<file path="config.mk">
export PLATFORM = sky130hd
export DESIGN_NAME = l1_dcache_req_queue
export DESIGN_NICKNAME = d
export VERILOG_FILES = /design/src/rtl/l1_dcache_req_queue.sv
export SDC_FILE = /design/constraint.sdc
export NUM_CORES = 1
export LEC_CHECK = 0
export ABC_AREA = 1
export BUFFER_PORTS_ARGS = -buffer_cell sky130_fd_sc_hd__buf_2
export CAP_MARGIN = 20
export CELL_PAD_IN_SITES_DETAIL_PLACEMENT = 1
export CELL_PAD_IN_SITES_GLOBAL_PLACEMENT = 1
export CORE_UTILIZATION = 23
export CTS_BUF_LIST = sky130_fd_sc_hd__clkbuf_16
export DETAILED_ROUTE_END_ITERATION = 10
export HOLD_SLACK_MARGIN = 0.03
export PLACE_DENSITY_LB_ADDON = 0.1
export SETUP_SLACK_MARGIN = 0.4
export SLEW_MARGIN = 15
export SYNTH_ARGS = -nofsm -noshare
export SYNTH_HDL_FRONTEND = slang
export SYNTH_SLANG_ARGS = --single-unit
</file>
<file path="constraint.sdc">
create_clock -name clk -period 6.3 [get_ports clk]
set_clock_uncertainty 0.05 [all_clocks]
set_input_delay 0.315 -clock clk [delete_from_list [all_inputs] [get_ports clk]]
set_output_delay 0.315 -clock clk [all_outputs]
set_load 0.01 [all_outputs]
</file>
<file path="src/rtl/l1_dcache_req_queue.sv">
// l1_dcache_req_queue: in-order LSU request queue feeding MMU translation and dcache issue
module l1_dcache_req_queue #(
    parameter int DATA_W  = 64,
    parameter int PADDR_W = 56,
    parameter int INDEX_W = 11,
    parameter int VADDR_W = 64,
    parameter int DEPTH   = 4
) (
    input  logic                       clk,
    input  logic                       rst,
    input  logic                       req_valid_i,
    output logic                       req_ready_o,
    input  logic [1:0]                 req_op_i,
    input  logic [VADDR_W-1:0]         req_vaddr_i,
    input  logic [DATA_W-1:0]          req_wdata_i,
    input  logic [1:0]                 req_size_i,
    output logic                       trn_req_o,
    output logic [VADDR_W-1:0]         trn_vaddr_o,
    input  logic                       trn_valid_i,
    input  logic [PADDR_W-1:0]         trn_paddr_i,
    input  logic                       trn_fault_i,
    output logic                       dc_req_valid_o,
    input  logic                       dc_req_ready_i,
    output logic                       dc_req_we_o,
    output logic                       dc_req_amo_o,
    output logic [INDEX_W-1:0]         dc_req_index_o,
    output logic [PADDR_W-INDEX_W-1:0] dc_req_tag_o,
    output logic [DATA_W-1:0]          dc_req_wdata_o,
    output logic [DATA_W/8-1:0]        dc_req_be_o,
    output logic [1:0]                 dc_req_size_o,
    output logic                       err_valid_o,
    output logic [1:0]                 err_cause_o,
    output logic [VADDR_W-1:0]         err_vaddr_o,
    output logic                       busy_o
);
    localparam int BE_W  = DATA_W / 8;
    localparam int OFF_W = $clog2(BE_W);
    localparam int PTR_W = $clog2(DEPTH);
    localparam int CNT_W = PTR_W + 1;

    typedef enum logic [1:0] {IDLE, XLATE, ISSUE, ERR} state_t;

    state_t               state, state_nxt;
    logic [1:0]           op_m  [DEPTH];
    logic [VADDR_W-1:0]   va_m  [DEPTH];
    logic [DATA_W-1:0]    wd_m  [DEPTH];
    logic [1:0]           sz_m  [DEPTH];
    logic                 mis_m [DEPTH];
    logic [PTR_W-1:0]     rd_ptr, wr_ptr, rd_nxt;
    logic [CNT_W-1:0]     count, rem, cnt_nxt;
    logic                 push, pop, mis_in, nh_any, nh_mis, iss;
    logic [PADDR_W-1:0]   paddr_q;
    logic [1:0]           cause_q;
    logic                 busy_q;
    logic [OFF_W-1:0]     off;
    logic [15:0]          be_wide;

    assign req_ready_o = ~rst & (count < CNT_W'(DEPTH));
    assign push        = req_valid_i & req_ready_o;
    assign mis_in      = (|({1'b0, req_vaddr_i[2:0]} & ((4'd1 << req_size_i) - 4'd1)))
                       | (DATA_W == 32 && req_size_i == 2'd3);

    // circular buffer storage, pointers and occupancy
    always_ff @(posedge clk) begin
        if (rst) begin
            rd_ptr <= '0;
            wr_ptr <= '0;
            count  <= '0;
        end else begin
            if (push) begin
                op_m[wr_ptr]  <= req_op_i;
                va_m[wr_ptr]  <= req_vaddr_i;
                wd_m[wr_ptr]  <= req_wdata_i;
                sz_m[wr_ptr]  <= req_size_i;
                mis_m[wr_ptr] <= mis_in;
                wr_ptr        <= wr_ptr + PTR_W'(1);
            end
            rd_ptr <= rd_nxt;
            count  <= cnt_nxt;
        end
    end

    // next state: IDLE decisions look ahead at whichever entry is head after this edge
    always_comb begin
        pop       = (state == ISSUE && dc_req_ready_i) || state == ERR;
        rem       = count - CNT_W'(pop);
        cnt_nxt   = rem + CNT_W'(push);
        rd_nxt    = rd_ptr + PTR_W'(pop);
        nh_any    = rem != '0 || push;
        nh_mis    = rem != '0 ? mis_m[rd_nxt] : mis_in;
        state_nxt = (state == IDLE || pop) ? (nh_any ? (nh_mis ? ERR : XLATE) : IDLE)
                  : (state == XLATE && trn_valid_i) ? (trn_fault_i ? ERR : ISSUE) : state;
    end

    // state register with translated address, error cause and busy flag
    always_ff @(posedge clk) begin
        if (rst) begin
            state   <= IDLE;
            paddr_q <= '0;
            cause_q <= '0;
            busy_q  <= 1'b0;
        end else begin
            state <= state_nxt;
            if (state == XLATE && trn_valid_i)
                paddr_q <= trn_paddr_i;
            if (state_nxt == ERR)
                cause_q <= state == XLATE ? 2'b10 : 2'b01;
            busy_q <= cnt_nxt != '0 || state_nxt != IDLE;
        end
    end

    // outputs decoded from state and head entry, zero outside their phase
    always_comb begin
        iss            = state == ISSUE;
        off            = va_m[rd_ptr][OFF_W-1:0];
        be_wide        = ((16'd1 << (5'd1 << sz_m[rd_ptr])) - 16'd1) << off;
        trn_req_o      = state == XLATE;
        trn_vaddr_o    = trn_req_o ? va_m[rd_ptr] : '0;
        dc_req_valid_o = iss;
        dc_req_we_o    = iss && (op_m[rd_ptr] == 2'b01 || op_m[rd_ptr] == 2'b10);
        dc_req_amo_o   = iss && op_m[rd_ptr] == 2'b10;
        dc_req_index_o = iss ? paddr_q[INDEX_W-1:0] : '0;
        dc_req_tag_o   = iss ? paddr_q[PADDR_W-1:INDEX_W] : '0;
        dc_req_wdata_o = dc_req_we_o ? wd_m[rd_ptr] << {off, 3'b000} : '0;
        dc_req_be_o    = iss ? be_wide[BE_W-1:0] : '0;
        dc_req_size_o  = iss ? sz_m[rd_ptr] : 2'b00;
        err_valid_o    = state == ERR;
        err_cause_o    = err_valid_o ? cause_q : 2'b00;
        err_vaddr_o    = err_valid_o ? va_m[rd_ptr] : '0;
        busy_o         = busy_q;
    end
endmodule

</file>
## Word level (Yosys, flattened, before mapping)

Memories as Yosys holds them, arrays and structs flattened. A register that Yosys moved wholly into a read port is not among the register bits.
Cells that the tools add are included.

| word-level totals | value |
|---|---|
| register bits | 68 |
| memory bits (writable) | 532 |
| bits of input ports | 194 |
| output and inout port bits | 267 |
| memories | 5 |

Memories:

| name | words | width | rd ports | clocked after memory_dff | write ports | RTL line | source |
|---|---|---|---|---|---|---|---|
| va_m | 4 | 64 | 1 | 1 | 1 | 45 | `logic [VADDR_W-1:0] va_m [DEPTH];` |
| wd_m | 4 | 64 | 1 | 1 | 1 | 46 | `logic [DATA_W-1:0] wd_m [DEPTH];` |
| op_m | 4 | 2 | 1 | 1 | 1 | 44 | `logic [1:0] op_m [DEPTH];` |
| sz_m | 4 | 2 | 1 | 1 | 1 | 47 | `logic [1:0] sz_m [DEPTH];` |
| mis_m | 4 | 1 | 1 | 0 | 1 | 48 | `logic mis_m [DEPTH];` |

| operators by class | value |
|---|---|
| $add $sub $neg | 6 |
| magnitude comparators | 1 |
| equal/unequal tests | 6 |
| shifts and indexed selects | 5 |
| mux-type cells | 22 |
| bitwise gates (word level) | 4 |
| reductions and logical operators | 14 |

Operators by type and width:

| operator | number |
|---|---|
| $mux 64 | 3 |
| $shl 64x6->64 | 1 |
| $mux 45 | 1 |
| $mux 2 | 11 |
| $shl 1x5->16 const A | 1 |
| $shl 16x3->8 | 1 |
| $sub 16x1->16 const B | 1 |
| $mux 11 | 1 |
| $eq 2x2->1 const B | 4 |
| $mux 8 | 1 |
| $reduce_bool 3->1 | 2 |
| $logic_or 1x1->1 | 5 |
| $mux 1 | 5 |
| $shl 1x2->5 const A | 1 |
| $and 3x4->4 | 1 |
| $eq 2x1->1 const B | 2 |
| $logic_and 1x1->1 | 4 |
| $reduce_or 4->1 | 1 |
| $shl 1x2->4 const A | 1 |
| $sub 4x1->4 const B | 1 |
| $add 3x1->3 | 1 |
| $lt 3x3->1 const B | 1 |
| $sub 3x1->3 | 1 |
| $add 2x1->2 | 1 |
| 5 further kinds | 6 |

## Logic depth before layout (Yosys ltp)

| logic depth | value |
|---|---|
| depth in word-level cells | 11 |
| depth in mapped cells | 15 |
| depth with buffers taken out | 15 |

## Worst setup path before layout

Ideal clock, no wire load.

| path | value |
|---|---|
| path type | input -> register |
| from | input rst |
| to | memory mis_m[0] (enable) |
| data arrival time | 6.476 ns |
| required time | 5.622 ns |
| setup slack | -0.854 ns |
| stages on the path | 4 |
| buffers on the path | 1 |
| cells stage by stage | buf_2 nor2_1 nand2_1 nor2_1 |

| on the way | value |
|---|---|
| word-level cells in the longest chain between the ends | 6 |

RTL lines:

| item | RTL line | source |
|---|---|---|
| start, declared | 10 | `input logic rst,` |
| $not 1->1 | 58 | `assign req_ready_o = ~rst & (count < CNT_W'(DEPTH));` |
| $and 1x1->1 | 58 |  |
| net req_ready_o | 12 | `output logic req_ready_o,` |
| $and 1x1->1 | 59 | `assign push = req_valid_i & req_ready_o;` |
| $mux 1 | 70 | `if (push) begin` |
| $mux 1 | 65 | `if (rst) begin` |
| $mux 1 (implied by the code) | 75 | `mis_m[wr_ptr] <= mis_in;` |
| end, declared | 48 |  |

The timed path passes the listed nets, and every way through them passes these cells.

==> metrics.md <==
| Metric | Value |
|---|---|
| Area Overhead vs Synth | 30.6% |
| Min Hold Slack | 0.166 ns |
| RSZ-0062 raised after global routing | no |
| Crit path required time | 5.93 ns |
| Setup crit start kind | flip-flop |
| Root Driver | clkbuf_16 |
| Syn nets | 2,630 |
| # hold bufs at CTS | 193 |
| Final worst slack | 0.974 ns |
| Initial antenna violation count | 25 |
| Switching Share | 33.9% |
| Initial DRC count | 770 |
| IO Pins | 461 |
| Vias in the first global route | 20,789 |
| Combinational share of power | 26.7% |
| Filler cells | 12,659 |
| Die X | 338 um |
| Synth top cells by count | nand2_1 (700), edfxtp_1 (532), nor2_1 (261) |
| CTS clock-pin slew for the worst setup and hold paths | 0.06 ns |
| CTS Buf Count | 77 |
| Ranking of synthesized cells by area | edfxtp_1 (62%), nand2_1 (10%), dfxtp_1 (5.3%), nor2_1 (3.8%), nand3_1 (3.2%) |
| Worst setup path category | reg2out |
| Core ar. | 0.111 sq mm |
| Yosys top cell area share | 61.7% |
| Design Area, Final | 0.0338 sq mm |
| Overflow after GRT | 0 |
| PortBufs | 460 |
| MaxCap Viol Count | 0 |
| Post-Syn Instances | 2,425 |
| Drt pass-1 iters | 5 |
| Nets | 3,224 |
| Leading area contributor after synthesis | edfxtp_1 |
| Clock share of power | 34.8% |
| Footprint of the multi-input gates | 0.00723 sq mm |
| Aggregate global-route resource usage | 15.6% |
| GPL Wtd Cong | 0.776 |
| WL per Instance | 19.8 um |
| Max VDD drop | 0.179 mV |
| Initial Util | 23.3% |
| Vias per cell | 4.41 |
| Number of flops mapped to enable cells by yosys | 532 |
| Max Freq | 188 MHz |
| CP Capture Type | primary output |
| Die Area | 0.114 sq mm |
| Register area share after synthesis | 66.9% |
| Sequential share of power | 38.6% |
| CTS tree | done |
| P_leak | 13.5 nW |
| FF+latch count, synth | 600 |
| Clk Latency, worst-skew pair | 0.63 ns |
| Final period util | 84.5% |
| Post_cts resized | 0 |
| H-tree levels | 3 |
| Register area | 0.0173 sq mm |
| Largest net degree at the start of global routing | 162 |
| Mapped Area | 0.0259 sq mm |
| Tightest Hold Check Type | in2reg |
| Share of layout cells above drive strength 1 | 20.7% |
| WP data arrival | 4.96 ns |
| Synth warn | 0 |
| FP Rows | 122 |
| Async S/R FF share, synth | 0% |
| Clock sinks | 600 |
| Total number of vias | 20,190 |
| Fin crit period | 5.33 ns |
| Int Pwr | 8.04 mW |
| Die Ht | 338 um |
| Clock Path Buffers | 3 |
| Cell with the most instances after synthesis | nand2_1 |
| Status | complete, no violations |
| Max-slew violations | 0 |
| Rel. slew slack | 28.8% |
| Final setup violating endpoints | 0 |
| Antenna Nets Post-Route | 0 |
| Worst slack, placed | 1.57 ns |
| First-pass GRT wire length | 133,000 um |
| DRC Markers | 0 |
| Post-DP HPWL | 56,900 um |
| Power per cell area | 360 mW/mm^2 |
| Average cell area after synthesis | 10.7 sq um |
| Post-CTS Setup Bufs | 0 |
| Worst-margin pin slew | 1.07 ns |
| Critical-path maximum fanout | 104 |
| Final wirelength | 90,800 um |
| Distinct cells, synth | 33 |
| Final hold vios | 0 |
| Placement Cell Area | 0.0294 sq mm |
| P_sw | 4.13 mW |
| Synth Flop Type | edfxtp_1 |
## area by class of cell
cell class	count	share of cell area, %
multi-input cells	1545	21.4
clock buffers	78	5.77
well taps	1488	5.50
inverters	118	1.35
repair buffers	677	13.2
diodes	9	0.0666
flip-flops and latches	600	51.3
clock inverters	61	1.42
## cell usage in the layout (no fill, tap or decap), drive strengths merged, types with 78 or more instances in the layout
cell         netlist  final
buf              120    484
dlygate4sd3        0    193
a21oi            144    144
nand2            705    705
edfxtp           532    532
nand3            164    164
nor2             267    267
clkbuf            42     78
o21ai            128    128
inv              118    138
## path summary, 6_finish.rpt
check | from | endpoint | slack, ns | depth (start not counted)
hold / removal | trn_valid_i | state[0]$_SDFF_PP0_ | 0.17 | 6
setup reg to reg | count[2]$_SDFF_PP0_ | va_m[0][52]$_DFFE_PP_ | 3.43 | 4
hold reg to reg | paddr_q[24]$_SDFFE_PP0P_ | paddr_q[24]$_SDFFE_PP0P_ | 0.40 | 2
setup / recovery | rd_ptr[0]$_SDFF_PP0_ | dc_req_wdata_o[47] | 0.97 | 12
## cell families after synthesis
logic type | share of synthesized area [%]
AOI/OAI and AO/OA | 8.86
xor gates and xnor gates | 0.0338
buffers and inverters | 5.30
adders and majority gates | 0.531
DFF | 66.9
and+or+nand+nor | 18.3
## registers in the layout (all words and copies together), names as in the netlist
signal and cells:
count 3, wr_ptr 2, state 2, op_m 8
paddr_q 56, sz_m 8, mis_m 4, busy_o 1
va_m 256, wd_m 256, cause_q 2, rd_ptr 2
## layer usage
layer / routed length (um) / GRT usage, % / vias to the layer above
met5: 115 / 0 / -
met4: 2020 / 4.18 / 18
met3: 4120 / 3.17 / 149
met2: 43000 / 26.0 / 448
met1: 41600 / 20.5 / 9984
li1: - / - / 9591
## per-stage QoR
stage | setup TNS (ns) | cells | power [mW] | utilization (%)
global placement | 0 | 4235 | 7.92 | 26.5
detailed placement | 0 | 4235 | 7.98 | 26.5
CTS | 0 | 4567 | 12.4 | 30.4
floorplan | -454.13 | 2425 | 6.82 | -
global route | 0 | 4574 | 12.9 | 30.4
finish | 0 | 4576 | 12.2 | 30.4
## worst max-delay path, stage by stage (launching register included)
cell	delay (ns)
dfxtp_4	0.91
inv_8	0.41
o21ai_0	0.32
o22ai_1	0.10
ha_1	0.34
nor2_4	0.13
inv_2	0.09
nor2_4	0.75
inv_2	0.59
a21oi_1	0.29
nand2_1	0.07
nand2_1	0.06
buf_2	0.13
## power by group through the flow
stage	clock network [mW]	registers [mW]	logic, mW
floorplan	0	4.75	2.07
global placement	0	4.77	3.15
detailed placement	0	4.78	3.21
CTS	4.41	4.69	3.32
global route	4.53	4.71	3.62
finish	4.23	4.69	3.24
Note: power is estimated with default switching activity, not from simulation.
